### config.mk
export PLATFORM = sky130hd
export DESIGN_NAME = overlay_sequencer
export DESIGN_NICKNAME = d
export VERILOG_FILES = /design/src/rtl/overlay_pkg.sv /design/src/rtl/rr_arb2.sv /design/src/rtl/overlay_sequencer.sv
export SDC_FILE = /design/constraint.sdc
export NUM_CORES = 1
export LEC_CHECK = 0
export ABC_AREA = 0
export CORE_MARGIN = 5
export CORE_UTILIZATION = 53
export CTS_CLUSTER_SIZE = 10
export DETAILED_ROUTE_END_ITERATION = 10
export PLACE_DENSITY = 0.78
export SLEW_MARGIN = 40
export SYNTH_ARGS = -nofsm -noshare
export SYNTH_HDL_FRONTEND = slang
export SYNTH_SLANG_ARGS = --single-unit
### constraint.sdc
create_clock -name clock -period 2.7 [get_ports clock]
set_input_delay 0.54 -clock clock [delete_from_list [all_inputs] [get_ports clock]]
set_output_delay 0.54 -clock clock [all_outputs]
set_load 0.02 [all_outputs]
### src/rtl/overlay_pkg.sv
// Shared definitions for the overlay frame sequencer.
//   ovl_state_e        : sequencer state encoding
//   TIMEOUT_CYCLES_DEF : default per-state wait limit before abort
//   CNT_W_DEF          : default completed-frame counter width
//   wait_width()       : counter width able to hold TIMEOUT_CYCLES-1
package overlay_pkg;

  typedef enum logic [2:0] {
    ST_IDLE  = 3'd0,
    ST_START = 3'd1,
    ST_STOP  = 3'd2,
    ST_RUN   = 3'd3,
    ST_ACK   = 3'd4
  } ovl_state_e;

  localparam int unsigned TIMEOUT_CYCLES_DEF = 2000000;
  localparam int unsigned CNT_W_DEF          = 16;

  // Width of the per-state wait counter; never below one bit.
  function automatic int unsigned wait_width(input int unsigned limit);
    return (limit > 2) ? $clog2(limit) : 1;
  endfunction

endpackage

### src/rtl/rr_arb2.sv
// Two-requester round-robin arbiter.
//   clock, reset : clock / async active-low reset
//   req          : request levels
//   advance      : grant is being consumed this cycle; rotate priority
//   grant        : one-hot grant (combinational from req and priority)
module rr_arb2 (
  input  logic       clock,
  input  logic       reset,
  input  logic [1:0] req,
  input  logic       advance,
  output logic [1:0] grant
);

  // High when requester 1 wins the next tie.
  logic prio_one;

  always_comb begin
    grant = 2'b00;
    case (req)
      2'b01:   grant = 2'b01;
      2'b10:   grant = 2'b10;
      2'b11:   grant = prio_one ? 2'b10 : 2'b01;
      default: grant = 2'b00;
    endcase
  end

  // Favor whichever requester was not granted last.
  always_ff @(posedge clock or negedge reset) begin
    if (!reset) begin
      prio_one <= 1'b0;
    end else if (advance && (grant != 2'b00)) begin
      prio_one <= grant[0];
    end
  end

endmodule

### src/rtl/overlay_sequencer.sv
// Overlay frame sequencer: arbitrates two frame requesters and runs a
// start/done four-phase handshake with the overlay generator per frame.
//   clock, reset        : clock / async active-low reset
//   enable              : permits launching new frames
//   req, req_scroll     : per-requester request level and scroll select
//   ack                 : one-cycle completion pulse to the frame owner
//   ovl_start           : start level to the generator
//   ovl_start_ack       : start echo from the generator
//   ovl_done            : frame-done level from the generator
//   ovl_done_ack        : done acknowledge to the generator
//   ovl_scroll          : scroll select, frozen for the frame
//   busy                : any state other than IDLE
//   frame_count         : completed frames, wrapping
//   timeout, err        : abort pulse / sticky abort flag
//   err_clr             : clears err
module overlay_sequencer
  import overlay_pkg::*;
#(
  parameter int unsigned TIMEOUT_CYCLES = TIMEOUT_CYCLES_DEF,
  parameter int unsigned CNT_W          = CNT_W_DEF
) (
  input  logic             clock,
  input  logic             reset,
  input  logic             enable,
  input  logic [1:0]       req,
  input  logic [1:0]       req_scroll,
  output logic [1:0]       ack,
  output logic             ovl_start,
  input  logic             ovl_start_ack,
  input  logic             ovl_done,
  output logic             ovl_done_ack,
  output logic             ovl_scroll,
  output logic             busy,
  output logic [CNT_W-1:0] frame_count,
  output logic             timeout,
  output logic             err,
  input  logic             err_clr
);

  localparam int unsigned       WAIT_W    = wait_width(TIMEOUT_CYCLES);
  localparam logic [WAIT_W-1:0] WAIT_LAST = WAIT_W'(TIMEOUT_CYCLES - 1);

  ovl_state_e        state;
  ovl_state_e        state_nxt;
  logic [WAIT_W-1:0] wait_cnt;
  logic              owner;
  logic [1:0]        grant;
  logic              launch_c;
  logic              abort_c;
  logic              complete_c;

  rr_arb2 u_arb (
    .clock   (clock),
    .reset   (reset),
    .req     (req),
    .advance (launch_c),
    .grant   (grant)
  );

  // Next state; an expired wait in any handshake state wins over progress.
  always_comb begin
    state_nxt  = state;
    launch_c   = 1'b0;
    abort_c    = 1'b0;
    complete_c = 1'b0;
    if ((state != ST_IDLE) && (wait_cnt == WAIT_LAST)) begin
      abort_c   = 1'b1;
      state_nxt = ST_IDLE;
    end else begin
      case (state)
        ST_IDLE: begin
          if (enable && (grant != 2'b00)) begin
            launch_c  = 1'b1;
            state_nxt = ST_START;
          end
        end
        ST_START: begin
          if (ovl_start_ack) state_nxt = ST_STOP;
        end
        ST_STOP: begin
          // A generator that finishes before dropping its echo skips RUN.
          if (ovl_done)           state_nxt = ST_ACK;
          else if (!ovl_start_ack) state_nxt = ST_RUN;
        end
        ST_RUN: begin
          if (ovl_done) state_nxt = ST_ACK;
        end
        ST_ACK: begin
          if (!ovl_done) begin
            complete_c = 1'b1;
            state_nxt  = ST_IDLE;
          end
        end
        default: state_nxt = ST_IDLE;
      endcase
    end
  end

  // State, wait counter and all registered outputs.
  always_ff @(posedge clock or negedge reset) begin
    if (!reset) begin
      state        <= ST_IDLE;
      wait_cnt     <= '0;
      owner        <= 1'b0;
      ovl_start    <= 1'b0;
      ovl_done_ack <= 1'b0;
      ovl_scroll   <= 1'b0;
      busy         <= 1'b0;
      ack          <= 2'b00;
      frame_count  <= '0;
      timeout      <= 1'b0;
      err          <= 1'b0;
    end else begin
      state <= state_nxt;

      // Restart on every state entry; idle time is never counted.
      if ((state_nxt != state) || (state_nxt == ST_IDLE)) begin
        wait_cnt <= '0;
      end else begin
        wait_cnt <= wait_cnt + WAIT_W'(1);
      end

      // Handshake levels follow the state one cycle late, except that an
      // abort drops them together with the return to IDLE.
      ovl_start    <= (state == ST_START) && !abort_c;
      ovl_done_ack <= (state == ST_ACK) && !abort_c;

      busy    <= (state_nxt != ST_IDLE);
      timeout <= abort_c;
      ack     <= complete_c ? (owner ? 2'b10 : 2'b01) : 2'b00;

      if (complete_c) begin
        frame_count <= frame_count + CNT_W'(1);
      end

      if (launch_c) begin
        owner      <= grant[1];
        ovl_scroll <= req_scroll[grant[1]];
      end

      // A new abort outranks a coincident clear.
      if (abort_c) begin
        err <= 1'b1;
      end else if (err_clr) begin
        err <= 1'b0;
      end
    end
  end

endmodule
==> Yosys cells after proc, flatten, opt, wreduce, memory -nomap -nowiden <==
Cells that the tools add are included.
{ "word_totals": {"ff_bits": 50, "in_bits": 10, "out_inout_bits": 24, "elab_cells": 61} }
{ "op_classes": {"add_sub_neg": 2, "magnitude_cmp": 1, "n_eq_ne": 9, "mux": 24, "reduce_logical": 13} }
{ "op_table": {"columns": ["operator", "n"], "rows": [
  ["21-bit by 1-bit adder with 21-bit output (second input constant)", 1],
  ["21-bit equality test (second input constant)", 1],
  ["21-bit 2-to-1 mux", 1],
  ["3-bit 2-to-1 mux", 7],
  ["16-bit by 1-bit adder with 16-bit output (second input constant)", 1],
  ["3-bit one-hot mux with 5 select lines", 1],
  ["1-bit 2-to-1 mux", 11],
  ["3-bit by 2-bit equality test with 1-bit output (second input constant)", 2],
  ["3-bit logical NOT", 2],
  ["2-bit 2-to-1 mux", 3],
  ["2-bit one-hot mux with 3 select lines", 1],
  ["3-bit nonzero test", 2],
  ["1-bit logical AND", 5],
  ["2-bit equality test (second input constant)", 2],
  ["2-bit nonzero test", 2],
  ["3-bit by 1-bit equality test with 1-bit output (second input constant)", 1],
  ["3-bit equality test (second input constant)", 1],
  ["3-bit inequality test", 1],
  ["2-bit by 1-bit equality test with 1-bit output (second input constant)", 1],
  ["1-bit by 2-bit less-than comparator with 1-bit output (second input constant)", 1],
  ["1-bit logical NOT", 1],
  ["1-bit logical OR", 1]
]} }

==> Depth between registers and ports, before layout <==
Gate-level depths: netlist (run 1).
{ "logic_depth": {"ltp_word": 10, "depth_mapped": 7, "mapped_depth_nobuf": 6} }

==> Modules after synthesis <==
Synthesis (run 1) repeated with hierarchy kept, for this count alone.
{ "unflattened": {"hier_cells": 221, "area_unflattened_um2": 2404.8} }
{ "by_module_without_submodules": {"columns": ["module", "instances", "cells_per_inst", "area_each_um2", "seq_area_each_um2"], "rows": [
  ["overlay_sequencer", 1, 215, 2349.8, 1226.2],
  ["rr_arb2", 1, 6, 55.1, 25.0]
]} }

==> Worst setup path after synthesis (run 1) <==
OpenSTA, ideal clock, no wires.
{ "synth_path": {"path_type": "register to register", "start": "register wait_cnt[13]", "end": "register frame_count[1]", "setup_ps": 125, "t_arrival_ps": 2010, "path_slack_ps": 565, "path_stages_with_launch": 5, "n_path_buf": 0, "period_less_slack_ps": 2135, "cell_sequence": "dfrtp_1 > or4b_1 > or4_4 > o211ai_4 > mux2_4"} }
{ "synth_between": {"elab_chain_cells": 3} }
{ "synth_lines": {"columns": ["element", "line_no", "text"], "rows": [
  ["start, declared", "overlay_sequencer.sv:45", "logic [WAIT_W-1:0] wait_cnt;"],
  ["start signal, assigned", "overlay_sequencer.sv:120", "wait_cnt <= wait_cnt + WAIT_W'(1);"],
  ["21-bit equality test", "overlay_sequencer.sv:66", "if ((state != ST_IDLE) && (wait_cnt == WAIT_LAST)) begin"],
  ["1-bit logical AND", "overlay_sequencer.sv:66", null],
  ["1-bit 2-to-1 mux", "overlay_sequencer.sv:66", null],
  ["end signal, assigned", "overlay_sequencer.sv:133", "frame_count <= frame_count + CNT_W'(1);"],
  ["end, declared", "overlay_sequencer.sv:34", "output logic [CNT_W-1:0] frame_count,"]
]} }
No other way between the ends.
A chain may end at the register's enable or synchronous reset.

==> Final worst setup path (run 1) <==
Same ends and word-level chain as after synthesis.

==> impl_metrics.csv, run 1 <==
group,metric,value,unit
placement,placement.setup.worst_slack,0.456,ns
sta,fin_crit,2.25,ns
sta,timing.max_slew.rel_slack,0.572,
sta,max_slew.worst_pin.slew,0.636,ns
global_route,number_of_antenna_violations_at_the_first_check_in_global_routing,0,
power_and_ir_drop,pwr_density_cell,664,mW/mm2
logic_synthesis,yosys.area_share.simple,0.235,
drt,drcViolationCount,0,
logic_synthesis,yosys.cell_types.count,37,
logic_synthesis,synthDominantAreaCellType,"sky130_fd_sc_hd__dfrtp_1",
drt,route.final.wire_length,4.57,mm
clock_network,ctsHoldBuffers,0,
logic_synthesis,main_combinational_cell_family_by_area_after_synthesis,"simple AND/OR/NAND/NOR gates",
logic_synthesis,synth_area_per_cell,10.1,um2
floorplan,std_cell_rows,24,
floorplan,fp.dieH,77.1,um
logic_synthesis,async_reset_ff_frac,1.00,
logic_synthesis,yosys.area_share.xor_xnor,0.128,
global_route,grt_max_degree,51,
critical_path,cp_data_arrival_time,2.44,ns
sta,fin_crit_sh,0.832,
logic_synthesis,syn-cell-area,0.00239,mm2
sta,timing.clock.skew,0.00548,ns
logic_synthesis,synth-adder-area-share,0.0105,
drt,wl_per_cell,14.0,um
layout,area_delta_synth_final,20.1,%
clock_network,number_of_cts_inserted_buffers,5,
critical_path,end_kind,"register",
critical_path,reg2reg_slack,0.45,ns
critical_path,worst-path-max-fanout,10,
global_route,grt-ovfl-total,0,
power_and_ir_drop,power,1900,uW
clock_network,skew_pair_late_insertion_delay,0.30,ns
critical_path,startpoint_type,"register",
clock_network,cts_tree,"done",
floorplan,io_pins,34,
critical_path,depth_of_the_worst_register_to_register_path,4,
sta,post-route-worst-setup-slack,0.455,ns
placement,detailed_place_hpwl,3.36,mm
logic_synthesis,synth_compound_gate_area_share,0.0545,
sta,final_max_slew_viol_count,0,
drt,route.vias.total,1785,
logic_synthesis,netlist_top_cells_area,"sky130_fd_sc_hd__dfrtp_1, sky130_fd_sc_hd__xor2_1, sky130_fd_sc_hd__nor2_1, sky130_fd_sc_hd__xnor2_1, sky130_fd_sc_hd__nand3_1",
logic_synthesis,mappedNetlistNets,248,
layout,post_layout_cell_count,327,
drt,antenna_violating_nets_post_route,0,
clock_network,library_cell_used_as_clock_root_buffer,"sky130_fd_sc_hd__clkbuf_8",
sta,totalNegativeSetupSlack,0,ns
logic_synthesis,dominantRegCellSynth,"sky130_fd_sc_hd__dfrtp_1",
logic_synthesis,synth-seq-cells,50,
power_and_ir_drop,cellLeakagePower,0.00124,uW
layout,layout-drive-gt1-share,0.0618,
logic_synthesis,synth_cells,236,
placement,portBuffers,33,
logic_synthesis,post_synth_mux_area_share,0.0189,
outcome,result_of_the_run,"complete, no violations",
global_route,grt_first_pass_wirelength,8.14,mm
logic_synthesis,synth.yosys.seq_area_share,0.524,
floorplan,initial_utilization,0.548,
placement,gp_weighted_congestion,0.793,
critical_path,path_class,"reg -> reg",
drt,post_drt_via_cell_ratio,5.46,
clock_network,ctsLongestPathBuffers,2,
critical_path,regToRegEndpoint,"frame_count[1]$_DFFE_PN0P_",
sta,max_freq,0.445,GHz
power_and_ir_drop,power.ir.vdd_worst,0.323,mV
sta,unrepaired_setup_endpoints_after_global_routing,"false",
job,cap_viol_max_count,0,
min_path,worstHoldPathType,"in -> async",
sta,finalHoldViolations,0,
layout,antennaDiodeCount,0,
clock_network,post_cts.resized_instances,0,
clock_network,cts_htree_levels,2,
logic_synthesis,synth_top_area_frac,0.524,
critical_path,timing.rr.start,"wait_cnt[13]$_DFF_PN0_",
logic_synthesis,synthTopCellsByCount,"sky130_fd_sc_hd__dfrtp_1, sky130_fd_sc_hd__nor2_1, sky130_fd_sc_hd__xor2_1, sky130_fd_sc_hd__nand2_1",
clock_network,cts.clk_slew.worst_paths,0.09,ns
global_route,number_of_global_route_vias_before_repair,1763,
layout,fin_nets,286,
logic_synthesis,post-synth-top-count-cell,"sky130_fd_sc_hd__dfrtp_1",
drt,detailedRoute.firstIterationViolations,130,
floorplan,die_area,0.00594,mm2
layout,postLayoutCoreUtil,0.658,
sta,finalSetupViolations,0,
clock_network,clock-sinks,50,
floorplan,fp.coreArea,0.00435,mm2
drt,drt_pre_antenna_iters,6,
floorplan,die_x,77.1,um
global_route,global_route.usage.total,0.166,
critical_path,required_worst_endpoint,2.89,ns
logic_synthesis,yosys_warnings,0,
clock_network,post_cts_buffers,0,
logic_synthesis,synth_edf_count,0,
placement,dpl.cell_count,319,
-- cell families (layout without fill, tap and decap cells) --
group | Yosys count | count (layout)
AO/OA/AOI/OAI | 18 | 18
XOR/XNOR | 35 | 35
adder cells (fa/ha/maj) | 2 | 2
buffers and inverters | 12 | 51
flip-flops | 50 | 50
multiplexers | 4 | 4
AND/OR/NAND/NOR | 115 | 115
-- how the worst max path moves through the flow --
stage | from | endpoint | depth (start not counted)
3_3_place_gp | wait_cnt[13]$_DFF_PN0_ | frame_count[1]$_DFFE_PN0P_ | 4
6_report | wait_cnt[13]$_DFF_PN0_ | frame_count[1]$_DFFE_PN0P_ | 4
2_1_floorplan | wait_cnt[13]$_DFF_PN0_ | frame_count[1]$_DFFE_PN0P_ | 4
5_1_grt | wait_cnt[13]$_DFF_PN0_ | wait_cnt[13]$_DFF_PN0_ | 6
4_1_cts | wait_cnt[13]$_DFF_PN0_ | frame_count[1]$_DFFE_PN0P_ | 4
3_5_place_dp | wait_cnt[13]$_DFF_PN0_ | frame_count[1]$_DFFE_PN0P_ | 4
-- layout by cell type (no fill, tap or decap), types with 2 or more instances in the layout --
| cell | count |
|---|---|
| sky130_fd_sc_hd__dfrtp_1 | 50 |
| sky130_fd_sc_hd__nor2_1 | 41 |
| sky130_fd_sc_hd__clkdlybuf4s50_1 | 32 |
| sky130_fd_sc_hd__xor2_1 | 19 |
| sky130_fd_sc_hd__nand2_1 | 18 |
| sky130_fd_sc_hd__nand3_1 | 16 |
| sky130_fd_sc_hd__xnor2_1 | 16 |
| sky130_fd_sc_hd__nor3_1 | 9 |
| sky130_fd_sc_hd__nand4_1 | 8 |
| sky130_fd_sc_hd__inv_1 | 7 |
| sky130_fd_sc_hd__nor4_1 | 6 |
| sky130_fd_sc_hd__clkbuf_8 | 6 |
| sky130_fd_sc_hd__o21ai_0 | 5 |
| sky130_fd_sc_hd__a21oi_1 | 4 |
| sky130_fd_sc_hd__and3_1 | 4 |
| sky130_fd_sc_hd__mux2i_1 | 3 |
| sky130_fd_sc_hd__nor2b_1 | 3 |
| sky130_fd_sc_hd__o211ai_1 | 2 |
| sky130_fd_sc_hd__nand2b_1 | 2 |
| sky130_fd_sc_hd__ha_1 | 2 |
| sky130_fd_sc_hd__buf_4 | 2 |
-- state kept, by name, indices dropped and copies added (netlist names) --
name and count:
ovl_done_ack 1, state 3, u_arb.prio_one 1, ack 2
wait_cnt 21, err 1, busy 1, owner 1
timeout 1, ovl_scroll 1, frame_count 16, ovl_start 1
-- routing by layer --
metal  vias up  part of all wire  global-route usage
met3        10             0.043              0.0386
met2        35              0.49               0.265
met1       860              0.44               0.221
li1        880                 -                   -
met5         -                 0                   0
met4         0             0.022              0.0601
-- power by group --
part	leakage, uW	internal (uW)	switching, uW
clock	0.0000472	206	243
sequential	0.000671	833	105
combinational	0.000520	231	284
total	0.00124	1270	632
-- through the flow --
step	instance area, um2	hold WS (ns)
after floorplan	2390	0.244
after global placement	2770	0.452
after detailed placement	2770	0.453
after CTS	2870	0.216
after global routing	2870	0.245
final	2870	0.210
-- layout make-up --
| cell class | count | area (um2) |
|---|---|---|
| Clock inverter | 2 | 12.5 |
| Fill cell | 350 | 1490 |
| Tap cell | 52 | 65.1 |
| Multi-Input combinational cell | 174 | 1070 |
| Sequential cell | 50 | 1250 |
| Clock buffer | 6 | 82.6 |
| Inverter | 7 | 26.3 |
| Timing Repair Buffer | 36 | 360 |
-- worst max-delay path: stages (launching register included) --
cell	delay, ns
sky130_fd_sc_hd__dfrtp_1	0.43
sky130_fd_sc_hd__or4b_1	0.55
sky130_fd_sc_hd__or4_4	0.46
sky130_fd_sc_hd__o211ai_4	0.36
sky130_fd_sc_hd__mux2_4	0.33
Note: power is estimated with default switching activity, not from simulation.
==> run 2, diff against run 1 <==
==> constraint.sdc (replaced) <==
create_clock -name clock -period 2.1 [get_ports clock]
set_input_delay 0.42 -clock clock [delete_from_list [all_inputs] [get_ports clock]]
set_output_delay 0.42 -clock clock [all_outputs]
set_load 0.02 [all_outputs]
==> run 2 against run 1 <==
Sequential share of layout area is 3.0 points lower. Die area stayed put. Final cell count is 5.5% higher. Critical path type unchanged. Largest power group unchanged. Hold slack better by 0.23 ns. Highest routed layer unchanged.
==> impl_metrics.csv, run 2 (synthesis results as in run 1) <==
group,metric,value,unit
power_and_ir_drop,power.ir.vdd_worst,0.427,mV
sta,timing.max_slew.rel_slack,0.706,
sta,timing.hold.ws,0.441,ns
global_route,grt_first_pass_wirelength,8.38,mm
power_and_ir_drop,cellLeakagePower,0.00135,uW
placement,portBuffers,33,
layout,max_reg_flops,21,
sta,finalSetupViolations,0,
sta,fin_crit,2.09,ns
layout,antennaDiodeCount,0,
global_route,number_of_antenna_violations_at_the_first_check_in_global_routing,0,
clock_network,clock-sinks,50,
job,cap_viol_max_count,0,
drt,drcViolationCount,0,
global_route,grt-ovfl-total,0,
critical_path,cp_data_arrival_time,2.26,ns
floorplan,std_cell_rows,24,
critical_path,startpoint_type,"register",
sta,max_freq,0.479,GHz
drt,route.final.wire_length,4.75,mm
layout,layout-drive-gt1-share,0.137,
drt,route.vias.total,1834,
floorplan,initial_utilization,0.548,
placement,detailed_place_hpwl,3.52,mm
outcome,result_of_the_run,"complete, no violations",
drt,detailedRoute.firstIterationViolations,130,
clock_network,library_cell_used_as_clock_root_buffer,"sky130_fd_sc_hd__clkbuf_8",
critical_path,path_class,"reg -> reg",
sta,unrepaired_setup_endpoints_after_global_routing,"true",
critical_path,required_worst_endpoint,2.28,ns
floorplan,die_area,0.00594,mm2
power_and_ir_drop,pwr_density_cell,891,mW/mm2
floorplan,fp.coreArea,0.00435,mm2
sta,fin_crit_sh,0.994,
global_route,grt_max_degree,28,
drt,post_drt_via_cell_ratio,5.32,
layout,fin_nets,304,
layout,registers.top_by_ff_count,"wait_cnt",
sta,final_max_slew_viol_count,0,
clock_network,number_of_cts_inserted_buffers,5,
layout,most-common-layout-cells,"sky130_fd_sc_hd__dfrtp_1, sky130_fd_sc_hd__nor2_1, sky130_fd_sc_hd__clkdlybuf4s50_1, sky130_fd_sc_hd__xor2_1, sky130_fd_sc_hd__nand2_1",
placement,dpl.cell_count,335,
clock_network,cts_tree,"done",
global_route,global_route.usage.total,0.173,
sta,finalHoldViolations,0,
clock_network,skew_pair_late_insertion_delay,0.30,ns
sta,timing.clock.skew,0.0119,ns
layout,layout_commonest_cell,"sky130_fd_sc_hd__dfrtp_1",
floorplan,fp.dieH,77.1,um
min_path,worstHoldPathType,"in -> async",
clock_network,cts_htree_levels,2,
critical_path,worst-path-max-fanout,4,
clock_network,ctsLongestPathBuffers,2,
critical_path,end_kind,"register",
floorplan,die_x,77.1,um
sta,max_slew.worst_pin.slew,0.435,ns
drt,antenna_violating_nets_post_route,0,
layout,post_layout_cell_count,345,
clock_network,cts.clk_slew.worst_paths,0.09,ns
layout,area_delta_synth_final,28.8,%
layout,postLayoutCoreUtil,0.706,
layout,layout_top_registers,"wait_cnt x21, frame_count x16, state x3",
global_route,number_of_global_route_vias_before_repair,1849,
drt,wl_per_cell,13.8,um
drt,drt_pre_antenna_iters,4,
placement,gp_weighted_congestion,0.820,
floorplan,io_pins,34,
-- run 2: cell count changes in the layout (fill, tap and decap cells not counted), sizes merged --
cell,delta
dlygate4sd3,+1
bufinv,+2
buf,+17
clkinvlp,-1
clkinv,-1
-- run 2: routing by layer --
metal / vias up / track usage / wire length (um)
met5: - / 0 / 0
met4: 0 / 0.0515 / 68
met3: 6 / 0.0422 / 211
met2: 41 / 0.286 / 2300
met1: 874 / 0.224 / 2170
li1: 913 / - / -
-- run 2: worst max-delay path, cell delays in order, from the launching register on --
cell                       delay [ns]
sky130_fd_sc_hd__dfrtp_1         0.39
sky130_fd_sc_hd__or4b_4          0.53
sky130_fd_sc_hd__or4_4           0.45
sky130_fd_sc_hd__o211ai_4        0.24
sky130_fd_sc_hd__buf_6           0.15
sky130_fd_sc_hd__nor4_1          0.06
sky130_fd_sc_hd__xor2_1          0.15
-- run 2: path summary, 6_finish.rpt --
path,from,to,cells past startpoint,slack [ns]
worst max-delay path,wait_cnt[13]$_DFF_PN0_,frame_count[9]$_DFFE_PN0P_,6,0.01
worst min-delay path,reset,frame_count[11]$_DFFE_PN0P_,2,0.44
worst max register to register,wait_cnt[13]$_DFF_PN0_,frame_count[9]$_DFFE_PN0P_,6,0.01
worst min register to register,wait_cnt[0]$_DFF_PN0_,wait_cnt[0]$_DFF_PN0_,1,0.47
max in group asynchronous,reset,wait_cnt[9]$_DFF_PN0_,3,1.11
min in group clock,wait_cnt[0]$_DFF_PN0_,wait_cnt[0]$_DFF_PN0_,1,0.47
-- run 2: final cells by class --
type / instances / area, um2
multi-input cells: 174 / 1090
clock buffers: 6 / 82.6
inverters: 7 / 26.3
well taps: 52 / 65.1
clock inverters: 2 / 60.1
repair buffers: 54 / 497
flip-flops and latches: 50 / 1250
fillers: 330 / 1280
-- run 2: stage by stage --
step                total power, uW  worst slack, ns  setup TNS, ns  area [um2]
detailed placement             1920           0.0146              0        2880
floorplan                      1670          -0.0103        -0.0103        2390
CTS                            2740          0.00961              0        3030
global route                   2890          -0.0403         -0.149        3070
global placement               1910           0.0141              0        2880
finish                         2740           0.0131              0        3070
-- run 2: report_power, final --
group	switching, uW	internal (uW)	leakage (uW)
sequential	123	1070	0.000671
combinational	387	344	0.000611
clock	305	508	0.0000714
total	815	1920	0.00135
-- run 2: what timing repair did --
action | 4_1_cts | 5_1_grt
buffers inserted | 0 | 1
setup endpoints to repair | 0 | 32
endpoints found under the hold margin | 3 | 0
resized for setup | 0 | 9
hold buffers | 1 | 0
